[src/rtl/imem_boot_loader.sv]
// Boot loader for the writable instruction memory: packs a little-endian byte stream
// into 32-bit words, writes them from word 0 upward and holds the CPU until the load is finished.
module imem_boot_loader #(
    parameter int DEPTH = 64,
    parameter int CNT_W = 7
) (
    input  logic             clk,
    input  logic             reset_n,
    input  logic             start,
    input  logic [CNT_W-1:0] load_len,
    input  logic             rx_valid,
    input  logic [7:0]       rx_data,
    output logic             rx_ready,
    output logic             imem_we,
    output logic [31:0]      imem_wAddr,
    output logic [31:0]      imem_wData,
    output logic             cpu_hold,
    output logic             busy,
    output logic             done,
    output logic             err,
    output logic [31:0]      csum
);

    localparam logic [CNT_W-1:0] DEPTH_C = CNT_W'(DEPTH);

    typedef enum logic [1:0] {
        S_IDLE,
        S_LOAD,
        S_WRITE,
        S_DONE
    } state_t;

    state_t           r_state;
    state_t           w_next;
    logic [CNT_W-1:0] r_len;
    logic [CNT_W-1:0] r_word_idx;
    logic [1:0]       r_byte_idx;
    logic [23:0]      r_shift;
    logic [31:0]      r_waddr;
    logic [31:0]      r_wdata;
    logic [31:0]      r_csum;
    logic             r_hold;
    logic             r_err;

    logic             w_len_bad;
    logic             w_len_zero;
    logic [CNT_W-1:0] w_word_inc;
    logic             w_word_last;
    logic             w_xfer;

    assign w_len_bad   = (load_len > DEPTH_C);
    assign w_len_zero  = (load_len == '0);
    assign w_word_inc  = r_word_idx + CNT_W'(1);
    assign w_word_last = (w_word_inc == r_len);
    assign w_xfer      = rx_valid & rx_ready;

    assign imem_wAddr = r_waddr;
    assign imem_wData = r_wdata;
    assign cpu_hold   = r_hold;
    assign err        = r_err;
    assign csum       = r_csum;

    always_ff @(posedge clk or negedge reset_n) begin
        if (!reset_n) begin
            r_state <= S_IDLE;
        end else begin
            r_state <= w_next;
        end
    end

    always_comb begin
        w_next   = r_state;
        rx_ready = 1'b0;
        imem_we  = 1'b0;
        busy     = 1'b0;
        done     = 1'b0;
        case (r_state)
            S_IDLE: begin
                if (start && !w_len_bad) begin
                    w_next = w_len_zero ? S_DONE : S_LOAD;
                end
            end
            S_LOAD: begin
                rx_ready = 1'b1;
                busy     = 1'b1;
                if (rx_valid && (r_byte_idx == 2'd3)) begin
                    w_next = S_WRITE;
                end
            end
            S_WRITE: begin
                imem_we = 1'b1;
                busy    = 1'b1;
                w_next  = w_word_last ? S_DONE : S_LOAD;
            end
            S_DONE: begin
                done   = 1'b1;
                w_next = S_IDLE;
            end
            default: w_next = S_IDLE;
        endcase
    end

    // The write address/data registers are loaded with the last byte, so they are
    // already valid during the WRITE cycle and keep their value afterwards.
    always_ff @(posedge clk or negedge reset_n) begin
        if (!reset_n) begin
            r_len      <= '0;
            r_word_idx <= '0;
            r_byte_idx <= '0;
            r_shift    <= '0;
            r_waddr    <= '0;
            r_wdata    <= '0;
            r_csum     <= '0;
            r_hold     <= 1'b1;
            r_err      <= 1'b0;
        end else begin
            case (r_state)
                S_IDLE: begin
                    if (start) begin
                        if (w_len_bad) begin
                            r_err <= 1'b1;
                        end else begin
                            r_err <= 1'b0;
                            if (w_len_zero) begin
                                r_hold <= 1'b0;
                            end else begin
                                r_len      <= load_len;
                                r_csum     <= '0;
                                r_byte_idx <= '0;
                                r_word_idx <= '0;
                                r_hold     <= 1'b1;
                            end
                        end
                    end
                end
                S_LOAD: begin
                    if (w_xfer) begin
                        r_byte_idx <= r_byte_idx + 2'd1;
                        case (r_byte_idx)
                            2'd0: r_shift[7:0]   <= rx_data;
                            2'd1: r_shift[15:8]  <= rx_data;
                            2'd2: r_shift[23:16] <= rx_data;
                            default: begin
                                r_wdata <= {rx_data, r_shift};
                                r_waddr <= 32'({r_word_idx, 2'b00});
                            end
                        endcase
                    end
                end
                S_WRITE: begin
                    r_csum     <= r_csum ^ r_wdata;
                    r_word_idx <= w_word_inc;
                    if (w_word_last) begin
                        r_hold <= 1'b0;
                    end
                end
                default: ;
            endcase
        end
    end

endmodule

[config.mk]
export PLATFORM = sky130hd
export DESIGN_NAME = imem_boot_loader
export DESIGN_NICKNAME = d
export VERILOG_FILES = /design/src/rtl/imem_boot_loader.sv
export SDC_FILE = /design/constraint.sdc
export NUM_CORES = 1
export LEC_CHECK = 0
export ABC_AREA = 1
export CAP_MARGIN = 20
export CORE_ASPECT_RATIO = 2
export CORE_MARGIN = 2
export CORE_UTILIZATION = 30
export CTS_BUF_LIST = sky130_fd_sc_hd__clkbuf_4 sky130_fd_sc_hd__clkbuf_8
export CTS_CLUSTER_DIAMETER = 60
export DETAILED_ROUTE_END_ITERATION = 16
export GPL_TIMING_DRIVEN = 0
export PLACE_DENSITY_LB_ADDON = 0.15
export SLEW_MARGIN = 20
export SYNTH_ARGS = -nofsm -noshare
export SYNTH_HDL_FRONTEND = slang
export SYNTH_SLANG_ARGS = --single-unit
[constraint.sdc]
create_clock -name clk -period 2.4 [get_ports clk]
set_clock_uncertainty 0.15 [all_clocks]
set_input_delay 0.48 -clock clk [delete_from_list [all_inputs] [get_ports clk]]
set_output_delay 0.48 -clock clk [all_outputs]
set_load 0.02 [all_outputs]
# Word-level counts from Yosys, hierarchy flattened
# Index checks and enable logic that the tools add are counted.
# op_classes
bitwise_logic	5
add_sub_neg	2
eq_ne	14
reduce_logical	20
magnitude_cmp	1
n_mux	28
# ops
op	n
32-bit two-way mux	3
32-bit case mux with 2 select lines	1
32-bit XOR	1
7-bit two-way mux	3
2-bit two-way mux	8
2-bit != test (second input constant)	7
7-bit case mux with 2 select lines	1
3-bit AND reduction	4
4-bit AND reduction	3
1-bit two-way mux	9
2-bit == test (second input constant)	4
2-bit case mux with 4 select lines	1
7-bit by 1-bit adder with 7-bit output (second input constant)	1
7-bit == test	1
7-bit > comparator (second input constant)	1
7-bit zero test	1
5-bit AND reduction	1
2-bit by 1-bit == test with 1-bit output (second input constant)	2
2-bit zero test	2
2-bit case mux with 2 select lines	1
2-bit AND reduction	2
2-bit nonzero test	2
1-bit NOT	3
3-bit OR reduction	1
other kinds (6)	7
# word_totals
output_inout_bits	102
ff_bits	115
wordCells	82

# Logic depth before layout (Yosys ltp)
# Gate-level depths: netlist of run 1.
# logic_depth
ltp_word	5
mapped_depth	13
ltp_nobuf	12

# Worst setup path after synthesis of run 1
# No wires, ideal clock.
# synth_path
path_kind	register to register
start	reg r_state[0]
end	reg r_csum[10] (netlist: csum[10])
arrival_ps	1594
setup_slack_ps	521
required_ps	2115
path_buffers	2
path_stages_with_launch	12
period_less_slack_ps	1879
path_cell_list	dfrtp_1 > inv_1 > ha_1 > inv_2 > nor2_1 > inv_1 > nand2_2 > nand2_2 > buf_6 > buf_6 > nand2_1 > o31ai_1
# synth_between
elab_chain_len	3
word_cells_on_any_way	8
# synth_rtl
element	line	rtl
start: declaration	33	state_t r_state;
start signal: assignment	67	r_state <= w_next;
2-bit == test / 2-bit zero test (equally long branches)	117	case (r_state)
2-bit nonzero test (no line) / 2-bit != test (equally long branches)	n/a	
4-bit AND reduction (no line)	n/a	
end signal: assignment	151	r_csum <= r_csum ^ r_wdata;
end: declaration	41	logic [31:0] r_csum;
# Several ways; a longest one is shown, not always the timed one.
# A chain may end at the register's enable or synchronous reset.

# Worst setup path after layout of run 1
# layout_path
start	reg r_state[0]
end	out done
# layout_between
elab_chain_len	2
# layout_rtl
element	line	rtl
2-bit == test	77	case (r_state)
1-bit two-way mux	77	
end: declaration	19	output logic done,
# No other way between the ends.

==> results.json, run 1 <==
{
  "finalPower_w": 0.007488,
  "die_h_um": 191.4,
  "fin_area_um2": 7009,
  "first_pass_iters": 4,
  "critPathMaxFanout": 4,
  "start_util": 0.3051,
  "nNetsFinal": 689,
  "clkTransAtPathRegs_ns": 0.07,
  "die-width_um": 97.71,
  "grt_pass1_vias": 4082,
  "required_ns": 1.77,
  "avgSynthCellArea_um2": 10.13,
  "grt_usage": 0.1578,
  "ys_seq_area_frac": 0.5464,
  "place_hpwl_um": 10480,
  "clk_path_buf_depth": 2,
  "min_period_over_period": 0.9265,
  "place_area_um2": 6601,
  "htreeDepth": 4,
  "crit_arrival_ns": 1.59,
  "synthDistinctLibCells": 31,
  "synth_cells": 520,
  "status": "complete, no violations",
  "grt_overflow_total": 0,
  "crit_type": "flop to output port",
  "p_leak_nw": 3.212,
  "tightest_slew_ns": 0.5991,
  "viasPerCell": 4.516,
  "post_cts_buffers": 0,
  "antenna_left": 0,
  "antenna_found_initial": 0,
  "yosys_warnings": 0,
  "drive_gt1_frac": 0.1605,
  "coreArea_um2": 17270,
  "wl_um": 14010,
  "grt_max_degree": 74,
  "hold_class": "flop to flop",
  "drtIter0Drc": 156,
  "synth-seq-cells": 115,
  "maxClockFrequency_mhz": 449.7,
  "wire_per_inst_um": 15.86,
  "drv_cap": 0,
  "via_count": 3988,
  "synth_area_um2": 5269,
  "rsz0062_at_grt": "false",
  "period_needed_ns": 2.224,
  "n_fill_cell": 1751,
  "setup_viol_count_final": 0,
  "die_area_um2": 18700,
  "max-vdd-ir-drop_v": 0.0005076,
  "clk-insertion-delay-late_ns": 0.43,
  "synthToLayoutAreaGrowth_pct": 33.03,
  "maxSlewHeadroom": 0.6006,
  "insertedDiodeCount": 0,
  "hold_path_depth": 2,
  "r2r_cells": 11,
  "num_rows": 68,
  "ios": 121,
  "cpMaxStageDelayCell": "clkdlybuf4s50_1",
  "power_density_nw_per_um2": 1068,
  "tritoncts.num_buffers": 17,
  "grt_first_pass_wirelength_um": 22510,
  "cts-root-buf": "clkbuf_8",
  "worst_setup_path_start_kind": "flop",
  "cp_cell_sequence": "ha_1, clkdlybuf4s50_1",
  "cts_tree": "yes",
  "place_congestion": 0.7965,
  "drcViolationCount": 0,
  "drv_slew": 0,
  "critPathCaptureType": "output port",
  "clock_sinks": 115,
  "port_buffers": 95,
  "slowest_delay_ns": 0.60,
  "hold_violations": 0
}
## sequential cells by signal (all words and copies together), names as in the netlist
signal      flops
r_state         2
imem_wAddr      7
csum           32
imem_wData     32
cpu_hold        1
r_shift        24
r_len           7
r_byte_idx      2
r_word_idx      7
err             1
## per-layer routing
metal | vias to the layer above | global-route usage | part of all wire
met3 | 17 | 0.03473 | 0.039
li1 | 1945 | - | -
met5 | - | 0 | 0
met4 | 0 | 0.06303 | 0.018
met1 | 1924 | 0.1680 | 0.38
met2 | 102 | 0.2979 | 0.57
## area by class of cell
cell class	instances	area [um2]	share of cell area
buffer	46	321.6	0.04588
clock buffer	18	247.7	0.03534
clock inverter	14	153.9	0.02196
inverter	33	123.9	0.01767
multi-input combinational	350	2034	0.2903
sequential	115	2879	0.4107
tap	210	262.8	0.03749
timing repair buffer	97	985.9	0.1407
## what timing repair did
| item | CTS | global route |
|---|---|---|
| setup endpoints to repair | 3 | 0 |
| hold buffers | 1 | 0 |
| hold endpoints to repair | 42 | 0 |
| gates resized for setup | 3 | 0 |
## where the power goes
group          switching [W]  internal, W  total, W
logic                0.00163      0.00114   0.00277
registers           0.000417      0.00247   0.00288
clock network       0.000869     0.000962   0.00183
## path summary, 6_finish.rpt
kind	start	to	slack (ns)
min in group asynchronous	reset_n	r_state[0]	0.39
worst min register to register	cpu_hold	cpu_hold	0.33
worst max register to register	r_state[0]	csum[17]	0.32
worst max-delay path	r_state[0]	done	0.18
worst min-delay path	cpu_hold	cpu_hold	0.33
max in group asynchronous	reset_n	cpu_hold	0.99
## stage by stage
step | setup TNS [ns] | cells | hold WS (ns) | utilization | setup slack (ns)
after global placement | -448.55 | 849 | 0.3132 | 0.3805 | -3.928
after floorplan | 0 | 544 | 0.03441 | - | 0.5215
after detailed placement | -0.01579 | 850 | 0.2945 | 0.3822 | -0.009277
final | 0 | 883 | 0.3312 | 0.4058 | 0.1765
after global routing | 0 | 883 | 0.3581 | 0.4058 | 0.08736
after CTS | 0 | 883 | 0.3350 | 0.4058 | 0.1378
## cell usage after synthesis
master,number,area (um2)
nand2_2,3,18.77
nand2_1,121,454.2
o31ai_2,2,25.02
inv_1,31,116.4
buf_2,5,25.02
o31ai_1,30,225.2
xnor2_1,33,289.0
o22ai_1,2,12.51
dfstp_2,1,26.28
o21ai_1,6,30.03
xor2_1,1,8.760
nand3b_1,2,15.01
nor2_1,13,48.80
buf_6,5,56.30
nor2_2,2,12.51
o21a_1,1,7.510
or2_1,1,6.260
a22o_1,1,8.760
a21oi_1,5,25.02
dfrtp_1,114,2853
nand4_1,3,18.77
mux2_2,25,281.5
inv_2,2,7.510
nand3_2,1,10.01
clkbuf_1,8,30.03
ha_1,10,125.1
a21boi_1,1,7.510
nand3_1,21,105.1
o21ai_0,41,205.2
conb_1,1,3.750
buf_4,28,210.2
## layout by cell type (no fill, tap or decap), types with 3 or more instances in the layout
cell,count
ha_1,10
o21ai_0,41
nand2_2,3
dfrtp_1,114
buf_6,6
nor2_1,13
inv_1,31
xnor2_1,33
buf_4,28
o31ai_1,30
nand2_1,121
nand4_1,3
dlygate4sd2_1,3
clkbuf_8,18
clkbuf_1,8
o21ai_1,6
buf_2,5
clkinv_2,3
conb_1,25
clkinv_4,4
clkdlybuf4s50_1,91
mux2_2,25
nand3_1,21
a21oi_1,5
## critical path: cells and delay by family (launching register included)
kind | cells | cell delay [ns]
buffers and inverters | 1 | 0.60
DFF | 1 | 0.40
adders and majority gates | 1 | 0.17
## kinds of logic (layout without fill, tap and decap cells)
| family | after synthesis | in the layout | synth area share |
|---|---|---|---|
| xor gates and xnor gates | 34 | 34 | 0.05652 |
| DFF | 115 | 115 | 0.5464 |
| adders and majority gates | 10 | 10 | 0.02375 |
| muxes | 25 | 25 | 0.05343 |
| and+or+nand+nor | 167 | 167 | 0.1308 |
| other | 1 | 25 | 0.0007117 |
| AOI/OAI and AO/OA | 89 | 89 | 0.1038 |
| buffers and inverters | 79 | 208 | 0.08454 |
No activity file was read; power rests on OpenSTA's default activity.
==> run 2: changes to the inputs <==
--- a/config.mk
+++ b/config.mk
@@ -7,10 +7,9 @@
 export LEC_CHECK = 0
 export ABC_AREA = 1
 export CAP_MARGIN = 20
-export CORE_ASPECT_RATIO = 2
 export CORE_MARGIN = 2
 export CORE_UTILIZATION = 30
-export CTS_BUF_LIST = sky130_fd_sc_hd__clkbuf_4 sky130_fd_sc_hd__clkbuf_8
+export CTS_BUF_LIST = sky130_fd_sc_hd__clkbuf_4 sky130_fd_sc_hd__clkbuf_8 sky130_fd_sc_hd__clkbuf_16
 export CTS_CLUSTER_DIAMETER = 60
 export DETAILED_ROUTE_END_ITERATION = 16
 export GPL_TIMING_DRIVEN = 0
==> results.json, run 2 (synthesis results as in run 1) <==
{
  "status": "complete, no violations",
  "max-vdd-ir-drop_v": 0.0006408,
  "tritoncts.num_buffers": 17,
  "drcViolationCount": 0,
  "critPathCaptureType": "output port",
  "power_density_nw_per_um2": 1139,
  "critPathMaxFanout": 4,
  "pre_cts_slack_ns": 0.05231,
  "maxSlewHeadroom": 0.6029,
  "drive_gt1_frac": 0.1605,
  "cp_num_buf_inv": 1,
  "start_util": 0.3057,
  "holdCritStartpoint": "r_shift[5]",
  "tightest_slew_ns": 0.5956,
  "nNetsFinal": 689,
  "rsz0062_at_grt": "false",
  "htreeDepth": 4,
  "crit_family": "buffers and inverters",
  "maxClockFrequency_mhz": 450.2,
  "place_hpwl_um": 9655,
  "grt_usage": 0.1493,
  "post_cts_buffers": 0,
  "place_congestion": 0.7629,
  "grt_overflow_total": 0,
  "cts_tree": "yes",
  "grt_pass1_vias": 3894,
  "insertedDiodeCount": 0,
  "period_needed_ns": 2.221,
  "crit_type": "flop to output port",
  "worst_slack_ns": 0.1786,
  "grt_max_degree": 63,
  "hold_class": "flop to flop",
  "busiest_layer": "met2",
  "hold_path_depth": 2,
  "cpMaxStageDelayCell": "clkdlybuf4s50_1",
  "min_period_over_period": 0.9256,
  "layout_commonest_cell": "nand2_1",
  "cts-root-buf": "clkbuf_16",
  "coreArea_um2": 17240,
  "finalPower_w": 0.008250,
  "cp_cell_sequence": "ha_1, clkdlybuf4s50_1",
  "drv_slew": 0,
  "die_area_um2": 18640,
  "crit_arrival_ns": 1.59,
  "wl_um": 13170,
  "num_rows": 48,
  "layout_common_cells": "121 x nand2_1, 114 x dfrtp_1, 91 x clkdlybuf4s50_1",
  "r2r_cells": 11,
  "slowest_delay_ns": 0.60,
  "antenna_left": 0,
  "ios": 121,
  "hold_violations": 0,
  "clock_sinks": 115,
  "clkTransAtPathRegs_ns": 0.05,
  "wire_per_inst_um": 14.67,
  "via_count": 3991,
  "die_h_um": 136.5,
  "worstReg2RegStart": "r_state[0]",
  "grt_first_pass_wirelength_um": 21030,
  "worst_setup_path_start_kind": "flop",
  "reg2reg_setup_slack_ns": 0.37,
  "synthToLayoutAreaGrowth_pct": 37.43,
  "antenna_found_initial": 0,
  "r2r_end": "csum[25]",
  "clk_path_buf_depth": 2,
  "worstHoldEndpoint": "r_shift[5]",
  "first_pass_iters": 5,
  "drtIter0Drc": 265,
  "p_leak_nw": 3.307,
  "viasPerCell": 4.444,
  "clk-insertion-delay-late_ns": 0.41,
  "use_met1": 0.1915,
  "grt_use_met2": 0.2381,
  "setup_viol_count_final": 0,
  "grtUsageMet3": 0.04333,
  "port_buffers": 95,
  "required_ns": 1.77,
  "drv_cap": 0,
  "die-width_um": 136.5
}
-- run 2: cell types whose count changed in the layout (fill, tap and decap cells not counted), sizes merged --
cell      previous run  this run
clkinv               7         4
clkinvlp             2         3
bufinv               2         3
clkbuf              26        28
inv                 36        35
-- run 2: worst max path at each step --
stage                            from    endpoint  slack, ns  cells past startpoint
final                      r_state[0]        done       0.18                      2
after floorplan            r_state[0]    csum[10]       0.52                     11
after global routing       r_state[0]        done       0.11                      2
after global placement        reset_n  r_state[1]      -3.81                      1
after CTS                  r_state[0]        done       0.15                      2
after detailed placement  load_len[5]    csum[11]       0.05                     11
-- run 2: through the flow --
stage          hold slack [ns]  utilization  TNS [ns]  cell area, um2  instances
6_report                0.3280       0.4201         0            7241        898
3_3_place_gp            0.3143       0.3824   -435.34            6591        864
4_1_cts                 0.3279       0.4201         0            7241        898
3_5_place_dp            0.3161       0.3841         0            6620        865
5_1_grt                 0.3501       0.4201         0            7241        898
2_1_floorplan          0.03441            -         0            5359        544
-- run 2: cell type report --
class | count | area, um2
buffer | 46 | 321.6
clock buffer | 20 | 460.4
clock inverter | 12 | 153.9
fill | 1669 | 9996
inverter | 33 | 123.9
multi-input combinational | 350 | 2034
sequential | 115 | 2879
tap | 225 | 281.5
timing repair buffer | 97 | 985.9
-- run 2: what timing repair did --
action / in CTS / in global routing
endpoints found under the setup margin: 3 / 0
resized for setup: 3 / 0
hold endpoints to repair: 53 / 0
hold buffers: 1 / 0
-- run 2: metal layers --
| metal | vias up | wire length, um |
|---|---|---|
| met4 | 0 | 179 |
| met2 | 95 | 6380 |
| met1 | 1934 | 5921 |
| li1 | 1947 | - |
| met5 | - | 0 |
| met3 | 15 | 690 |
-- run 2: worst reg2reg max path, stage by stage, from the launching register on --
cell and delay, ns:
dfrtp_1 0.40, inv_1 0.08, ha_1 0.25, inv_2 0.20, nor2_1 0.08, inv_1 0.07, nand2_2 0.07, nand2_2 0.13
buf_6 0.20, buf_6 0.16, nand2_1 0.06, o31ai_1 0.07
-- run 2: report_power, final --
part / internal [W] / switching (W) / leakage (nW)
combinational: 0.00114 / 0.00160 / 1.48
clock: 0.00170 / 0.000919 / 0.296
sequential: 0.00247 / 0.000420 / 1.53
==> run 3: changes to the inputs <==
--- a/config.mk
+++ b/config.mk
@@ -7,7 +7,6 @@
 export LEC_CHECK = 0
 export ABC_AREA = 1
 export CAP_MARGIN = 20
-export CORE_MARGIN = 2
 export CORE_UTILIZATION = 30
 export CTS_BUF_LIST = sky130_fd_sc_hd__clkbuf_4 sky130_fd_sc_hd__clkbuf_8 sky130_fd_sc_hd__clkbuf_16
 export CTS_CLUSTER_DIAMETER = 60
==> results.json, run 3 (synthesis results as in run 1) <==
{
  "status": "finished with violations",
  "violations": "design-rule violations",
  "first_pass_iters": 11,
  "htreeDepth": 4,
  "synthToLayoutAreaGrowth_pct": 36.74,
  "hold_class": "flop to flop",
  "clkTransAtPathRegs_ns": 0.05,
  "setup_viol_count_final": 0,
  "wl_um": 12850,
  "place_congestion": 0.7707,
  "critPathMaxFanout": 4,
  "dp_cells": 865,
  "cts_tree": "yes",
  "power_density_nw_per_um2": 1119,
  "clock_sinks": 115,
  "wire_per_inst_um": 14.31,
  "multiInputGateArea_um2": 2034,
  "maxClockFrequency_mhz": 448.6,
  "utilization": 0.4180,
  "grt_usage": 0.1521,
  "hold_ws_ns": 0.3211,
  "nNetsFinal": 689,
  "maxSlewHeadroom": 0.6097,
  "worst_setup_path_start_kind": "flop",
  "drtIter0Drc": 172,
  "layout_commonest_cell": "nand2_1",
  "p_leak_nw": 3.280,
  "period_needed_ns": 2.229,
  "grt_first_pass_wirelength_um": 20910,
  "drv_slew": 0,
  "antenna_left": 0,
  "port_buffers": 95,
  "drive_gt1_frac": 0.1605,
  "grt_pass1_vias": 3878,
  "cts-root-buf": "clkbuf_16",
  "hold_violations": 0,
  "clk_path_buf_depth": 2,
  "crit_arrival_ns": 1.60,
  "rsz0062_at_grt": "false",
  "drcViolationCount": 1,
  "coreArea_um2": 17240,
  "finalPower_w": 0.008059,
  "required_ns": 1.77,
  "crit_type": "flop to output port",
  "place_hpwl_um": 9303,
  "insertedDiodeCount": 0,
  "clk-insertion-delay-late_ns": 0.41,
  "tightest_slew_ns": 0.5854,
  "antenna_found_initial": 0,
  "num_rows": 48,
  "max-vdd-ir-drop_v": 0.0005794,
  "cp_cell_sequence": "ha_1, clkdlybuf4s50_1",
  "slowest_delay_ns": 0.60,
  "grt_max_degree": 60,
  "die-width_um": 134.5,
  "via_count": 4003,
  "start_util": 0.3057,
  "seq_area_um2": 2879,
  "viasPerCell": 4.458,
  "min_period_over_period": 0.9288,
  "die_area_um2": 18100,
  "drv_cap": 0,
  "grt_overflow_total": 0,
  "n_fill_cell": 1641,
  "critPathCaptureType": "output port",
  "ios": 121,
  "stdcell_count": 898,
  "tritoncts.num_buffers": 17,
  "layout_common_cells": "121 x nand2_1, 114 x dfrtp_1, 91 x clkdlybuf4s50_1",
  "cpMaxStageDelayCell": "clkdlybuf4s50_1",
  "die_h_um": 134.5
}
## run 3: layer usage
| metal | routed length [um] | global-route usage |
|---|---|---|
| met1 | 5893 | 0.1952 |
| met2 | 6135 | 0.2467 |
| met3 | 613 | 0.04279 |
| met4 | 204 | 0.05119 |
| met5 | 0 | 0 |
## run 3: stage by stage
stage / area [um2] / setup WS, ns / TNS (ns)
floorplan: 5359 / 0.5215 / 0
global placement: 6591 / -3.829 / -438.07
detailed placement: 6620 / 0.07691 / 0
CTS: 7204 / 0.1603 / 0
global route: 7204 / 0.1220 / 0
finish: 7204 / 0.1708 / 0
## run 3: layout make-up
cell class,count,area share
clock inverter,14,0.01928
tap,225,0.03908
inverter,33,0.01719
multi-input combinational,350,0.2824
sequential,115,0.3996
buffer,46,0.04463
timing repair buffer,97,0.1369
clock buffer,18,0.06096
## run 3: where the power goes
| part | internal, W | switching (W) |
|---|---|---|
| Clock | 0.00154 | 0.000908 |
| Combinational | 0.00114 | 0.00159 |
| Sequential | 0.00247 | 0.000407 |
## run 3: critical path: cells and delay by family, from the launching register on
| family | cells | cell delay (ns) |
|---|---|---|
| flops | 1 | 0.41 |
| fa+ha+maj | 1 | 0.18 |
| buf+inv | 1 | 0.60 |
## run 3: path summary, 6_finish.rpt
path / depth (start not counted) / slack, ns / startpoint / end
max: 2 / 0.17 / r_state[0] / done
min: 2 / 0.32 / cpu_hold / cpu_hold
max reg2reg: 11 / 0.36 / r_state[0] / csum[30]
min reg2reg: 2 / 0.32 / cpu_hold / cpu_hold
max in group asynchronous: 3 / 0.93 / reset_n / cpu_hold
min in group asynchronous: 2 / 0.44 / reset_n / csum[21]
## run 3: repair_timing
item / CTS / global route
buffers inserted: 0 / 0
endpoints found under the setup margin: 3 / 0
gates resized for setup: 3 / 0
hold buffers: 1 / 0
hold endpoints to repair: 56 / 0
